--- src/rtl/writeback_multi.sv ---
// Multi-issue writeback stage: registers one commit bundle, drives LANES regfile
// write ports with youngest-writer-wins arbitration, counts commits, latches a sticky trap.
module writeback_multi #(
    parameter int LANES     = 2,
    parameter int DATA_W    = 32,
    parameter int REG_IDX_W = 5,
    parameter int CNT_W     = 64
) (
    input  logic                         clk,
    input  logic                         rst,
    input  logic                         stall_i,
    input  logic                         flush_i,
    output logic                         stall_o,
    input  logic [LANES-1:0]             in_valid,
    input  logic [LANES-1:0]             in_we,
    input  logic [LANES*REG_IDX_W-1:0]   in_rd,
    input  logic [LANES*DATA_W-1:0]      in_data,
    input  logic [LANES*32-1:0]          in_pc,
    input  logic [LANES-1:0]             in_trap,
    output logic [LANES-1:0]             rf_we,
    output logic [LANES*REG_IDX_W-1:0]   rf_idx,
    output logic [LANES*DATA_W-1:0]      rf_data,
    output logic [LANES-1:0]             cmt_valid,
    output logic [LANES*32-1:0]          cmt_pc,
    output logic                         trap,
    output logic [7:0]                   trap_code,
    output logic [31:0]                  trap_pc,
    output logic [CNT_W-1:0]             cycle_cnt,
    output logic [CNT_W-1:0]             instr_cnt
);

    logic [LANES-1:0]                 v_q, we_q, tr_q;
    logic [LANES-1:0][REG_IDX_W-1:0]  rd_q;
    logic [LANES-1:0][DATA_W-1:0]     data_q;
    logic [LANES-1:0][31:0]           pc_q;

    logic [LANES-1:0]                 cmt_valid_q;
    logic [LANES-1:0][31:0]           cmt_pc_q;
    logic                             trap_q, trap_d;
    logic [7:0]                       code_q, code_d;
    logic [31:0]                      tpc_q, tpc_d;
    logic [CNT_W-1:0]                 cyc_q, cyc_d, instr_q, instr_d;

    logic [LANES-1:0]                 eff;
    logic                             older_trap;
    logic                             wr_ok;
    logic [CNT_W-1:0]                 pop;

    assign stall_o   = stall_i;
    assign rf_idx    = rd_q;
    assign rf_data   = data_q;
    assign cmt_valid = cmt_valid_q;
    assign cmt_pc    = cmt_pc_q;
    assign trap      = trap_q;
    assign trap_code = code_q;
    assign trap_pc   = tpc_q;
    assign cycle_cnt = cyc_q;
    assign instr_cnt = instr_q;

    always_ff @(posedge clk) begin
        if (rst) begin
            v_q    <= '0;
            we_q   <= '0;
            tr_q   <= '0;
            rd_q   <= '0;
            data_q <= '0;
            pc_q   <= '0;
        end else if (flush_i) begin
            v_q <= '0;
        end else if (!stall_i) begin
            v_q    <= in_valid;
            we_q   <= in_we;
            tr_q   <= in_trap;
            rd_q   <= in_rd;
            data_q <= in_data;
            pc_q   <= in_pc;
        end
    end

    // A valid trap in an older lane squashes every younger lane of the bundle.
    always_comb begin
        eff        = '0;
        older_trap = 1'b0;
        for (int i = 0; i < LANES; i++) begin
            eff[i]     = v_q[i] & ~stall_i & ~trap_q & ~older_trap;
            older_trap = older_trap | (tr_q[i] & v_q[i]);
        end
    end

    always_comb begin
        rf_we = '0;
        wr_ok = 1'b0;
        for (int i = 0; i < LANES; i++) begin
            wr_ok = eff[i] & we_q[i] & (rd_q[i] != '0);
            for (int j = i + 1; j < LANES; j++) begin
                if (eff[j] && we_q[j] && (rd_q[j] == rd_q[i]))
                    wr_ok = 1'b0;
            end
            rf_we[i] = wr_ok;
        end
    end

    // Scan from the top so the lowest trapping lane is the one that sticks.
    always_comb begin
        trap_d = trap_q;
        code_d = code_q;
        tpc_d  = tpc_q;
        pop    = '0;
        for (int i = LANES - 1; i >= 0; i--) begin
            pop = pop + CNT_W'(eff[i]);
            if (eff[i] && tr_q[i]) begin
                trap_d = 1'b1;
                code_d = data_q[i][7:0];
                tpc_d  = pc_q[i];
            end
        end
        instr_d = instr_q + pop;
        cyc_d   = trap_q ? cyc_q : cyc_q + CNT_W'(1);
    end

    always_ff @(posedge clk) begin
        if (rst) begin
            cmt_valid_q <= '0;
            cmt_pc_q    <= '0;
            trap_q      <= 1'b0;
            code_q      <= '0;
            tpc_q       <= '0;
            cyc_q       <= '0;
            instr_q     <= '0;
        end else begin
            cmt_valid_q <= eff;
            cmt_pc_q    <= pc_q;
            trap_q      <= trap_d;
            code_q      <= code_d;
            tpc_q       <= tpc_d;
            cyc_q       <= cyc_d;
            instr_q     <= instr_d;
        end
    end

endmodule

--- config.mk ---
export PLATFORM = sky130hd
export DESIGN_NAME = writeback_multi
export DESIGN_NICKNAME = d
export VERILOG_FILES = /design/src/rtl/writeback_multi.sv
export SDC_FILE = /design/constraint.sdc
export NUM_CORES = 1
export LEC_CHECK = 0
export ABC_AREA = 1
export BUFFER_PORTS_ARGS = -buffer_cell sky130_fd_sc_hd__buf_2
export CORE_ASPECT_RATIO = 1.4
export CORE_UTILIZATION = 28
export DETAILED_ROUTE_END_ITERATION = 7
export GPL_TIMING_DRIVEN = 1
export PLACE_DENSITY = 0.55
export SYNTH_ARGS = -nofsm -noshare
export SYNTH_HDL_FRONTEND = slang
export SYNTH_SLANG_ARGS = --single-unit
--- constraint.sdc ---
create_clock -name clk -period 2.9 [get_ports clk]
set_input_delay 0.58 -clock clk [delete_from_list [all_inputs] [get_ports clk]]
set_output_delay 0.58 -clock clk [all_outputs]
set_load 0.05 [all_outputs]
==> reports/summary.txt <==
Status -> finished, final reports clean
Hold Fails Final Rpt -> 0
Worst Setup End Kind -> register
Via density -> 4.77
Total power -> 12.0 mW
Reg clk slew, reported paths -> 0.06 ns
Worst Reg-to-Reg Cells -> 15
Slew @ Worst Pin -> 0.797 ns
Drt first pass iters -> 8
Die area -> 58400 um2
CTS hold repair buffers -> 0
Max Cap Violations -> 0
Area growth syn-to-layout -> 28.1%
Pin count of the biggest net entering global routing -> 141
All-Layer GR Usage -> 20.5%
Num CTS Buffers -> 42
Worst path cell trace -> inv_6, nand2_4, nor2_2, inv_1, fa_2, inv_1, ha_1, nand2_2, nor2_4, buf_4, nand2_4, nor2_4, nand3_2, or2_0, a21oi_1
Slew Limit Fails -> 0
CP max stage cell -> fa_2
I/O pins -> 460
Root buffer cell -> clkbuf_16
Drt initial violations -> 797
CTS Buffer Depth -> 3
Area of the core -> 56600 um2
Final setup violating endpoints -> 0
Antenna violations before repair -> 3
Post-synth EDFFs -> 0
Placer Congestion -> 1.01
Drc violations -> 0
Row cnt -> 103
Max H-tree Level -> 2
Antenna viol nets, final -> 0
Max Fclk -> 380 MHz
Synthesis-stage register bit count -> 379
Number of buffers added on ports -> 459
Die Span Y -> 286 um
CP Class -> register to register
Worst Hold Depth -> 3
Syn Inst Count -> 2223
Synthesized net count -> 2374
WL final -> 61200 um
Maximum vdd ir drop -> 0.000394 V
Synth cell types -> 46
Critical Path Source Type -> register
CP arrival -> 3.11 ns
Routed len/inst -> 17.8 um
Core Util, Final -> 36.4%
Unrepaired setup endpoints after global routing -> false
Chip width -> 205 um
Cell Pwr Density -> 584 nW/um2
Mapped Area -> 16100 um2
DP Wirelength -> 46800 um
R2r setup slk -> 0.27 ns
CP endpoint -> instr_cnt[48]$_SDFF_PP0_
Share of layout cells above drive strength 1 -> 23.9%
Fin crit period -> 2.63 ns
Clk Latency, worst-skew pair -> 0.56 ns
TritonCTS clock tree -> yes
Async SR Flop Fraction -> 0%
Vias post-DR -> 16400
Clock Skew -> 0.0269 ns
Worst min path class -> input pin to register
Total grt overflow -> 0
First-pass GRT wire length -> 92600 um
Ys Warns -> 0
CP peak stage delay -> 0.42 ns
Final period util -> 90.8%
CP Max Fanout -> 7
Clk sink count -> 379
Nets -> 2821
Worst path required time -> 3.38 ns
Sequential share of the synthesized area -> 47.2%
Reg2Reg Launch Point -> trap$_SDFFE_PP0P_
Vias in the first global route -> 15900
Capturing point of the worst reg2reg path -> instr_cnt[48]$_SDFF_PP0_
Syn avg cell area -> 7.23 um2
Slew HR -> 46.8%
Starting Density -> 28.4%
Post-synth top flop -> dfxtp_1
Crit path launch -> trap$_SDFFE_PP0P_
Pleak -> 8.84 nW
-- stage by stage --
| step | setup slack, ns | hold slack, ns | cells | area (um2) | TNS (ns) |
|---|---|---|---|---|---|
| 2_1_floorplan | 0.111 | 0.425 | 2223 | 16100 | 0 |
| 3_3_place_gp | -0.155 | 0.437 | 3359 | 19200 | -2.03 |
| 3_5_place_dp | -0.218 | 0.443 | 3359 | 19200 | -3.55 |
| 4_1_cts | 0.162 | 0.209 | 3434 | 20600 | 0 |
| 5_1_grt | 0.0830 | 0.227 | 3438 | 20600 | 0 |
| 6_report | 0.267 | 0.244 | 3439 | 20600 | 0 |
-- cells by family (layout without fill, tap and decap cells) --
| family | Yosys count | in the layout | synth area share, % |
|---|---|---|---|
| buf+inv | 292 | 770 | 7.42 |
| xor+xnor | 28 | 28 | 1.53 |
| flops | 379 | 379 | 47.2 |
| fa+ha+maj | 3 | 3 | 0.280 |
| simple gates | 1117 | 1117 | 30.2 |
| other cells | 0 | 3 | 0 |
| compound gates | 404 | 404 | 13.3 |
-- flip-flops by register name (all words and copies together) (netlist names) --
signal     flops
instr_cnt     64
rf_data       64
trap_pc       32
v_q            2
tr_q           2
we_q           2
rf_idx        10
trap           1
cmt_valid      2
pc_q          64
trap_code      8
cmt_pc        64
cycle_cnt     64
-- how the worst min path moves through the flow --
stage,start,endpoint
global route,in_rd[1],rf_idx[1]$_SDFFE_PP0P_
floorplan,pc_q[32]$_SDFFE_PP0P_,cmt_pc[32]$_SDFF_PP0_
global placement,pc_q[53]$_SDFFE_PP0P_,cmt_pc[53]$_SDFF_PP0_
finish,in_rd[1],rf_idx[1]$_SDFFE_PP0P_
CTS,in_rd[1],rf_idx[1]$_SDFFE_PP0P_
detailed placement,pc_q[4]$_SDFFE_PP0P_,cmt_pc[4]$_SDFF_PP0_
-- routing by layer --
layer / track usage (%) / share of wire (%) / vias up
li1: - / - / 8015
met1: 21.9 / 37 / 7624
met2: 37.8 / 52 / 614
met3: 4.25 / 6.5 / 133
met4: 9.81 / 4.7 / 2
met5: 0 / 0.018 / -
-- layout make-up --
type / count / area (um2)
repair buffers: 496 / 2630
flip-flops and latches: 379 / 7590
well taps: 735 / 920
fillers: 6035 / 36000
diodes: 3 / 7.51
clock inverters: 8 / 100
multi-input cells: 1552 / 7310
inverters: 199 / 764
clock buffers: 67 / 1290
-- synth_stat cells, drive strengths merged, types with 8 or more instances --
cell | number | area, um2
a211oi | 33 | 248
a21oi | 136 | 681
a31oi | 10 | 62.6
and2 | 10 | 65.1
buf | 39 | 236
clkbuf | 54 | 203
dfxtp | 379 | 7590
inv | 198 | 751
nand2 | 349 | 1370
nand3 | 77 | 435
nand4 | 33 | 206
nor2 | 592 | 2440
nor3 | 28 | 160
o21a | 8 | 60.1
o21ai | 214 | 1070
or2 | 15 | 93.9
xor2 | 21 | 184
-- report_power, final --
part	total (mW)	switching, mW	internal, mW
clock network	5.43	2.22	3.21
registers	5.49	0.0958	5.39
logic	1.11	0.831	0.282
total	12.0	3.14	8.88
-- worst max-delay path: cells and delay by family, from the launching register on --
| kind | cells | cell delay (ns) |
|---|---|---|
| AOI/OAI and AO/OA | 1 | 0.12 |
| adders and majority gates | 2 | 0.61 |
| buffers and inverters | 4 | 0.46 |
| DFF | 1 | 0.34 |
| and+or+nand+nor | 8 | 1.01 |
-- cell usage in the layout (no fill, tap or decap), types with 10 or more instances in the layout --
cell,count
buf_4,34
nor2_4,18
a21oi_1,136
clkbuf_8,12
nand3_1,70
clkbuf_16,43
o21ai_0,212
nand4_1,33
inv_1,188
clkbuf_1,12
nor2_1,549
a211oi_1,33
a31oi_1,10
or2_0,11
buf_2,458
dfxtp_1,379
nand2_2,14
nor3_1,24
nand2_1,332
xor2_1,21
nor2_2,23
-- timing repair --
item / in CTS / in global routing
setup buffers: 0 / 2
setup endpoints to repair: 0 / 2
gates resized for setup: 0 / 1
endpoints found under the hold margin: 0 / 0
(Power assumes the default switching activity.)
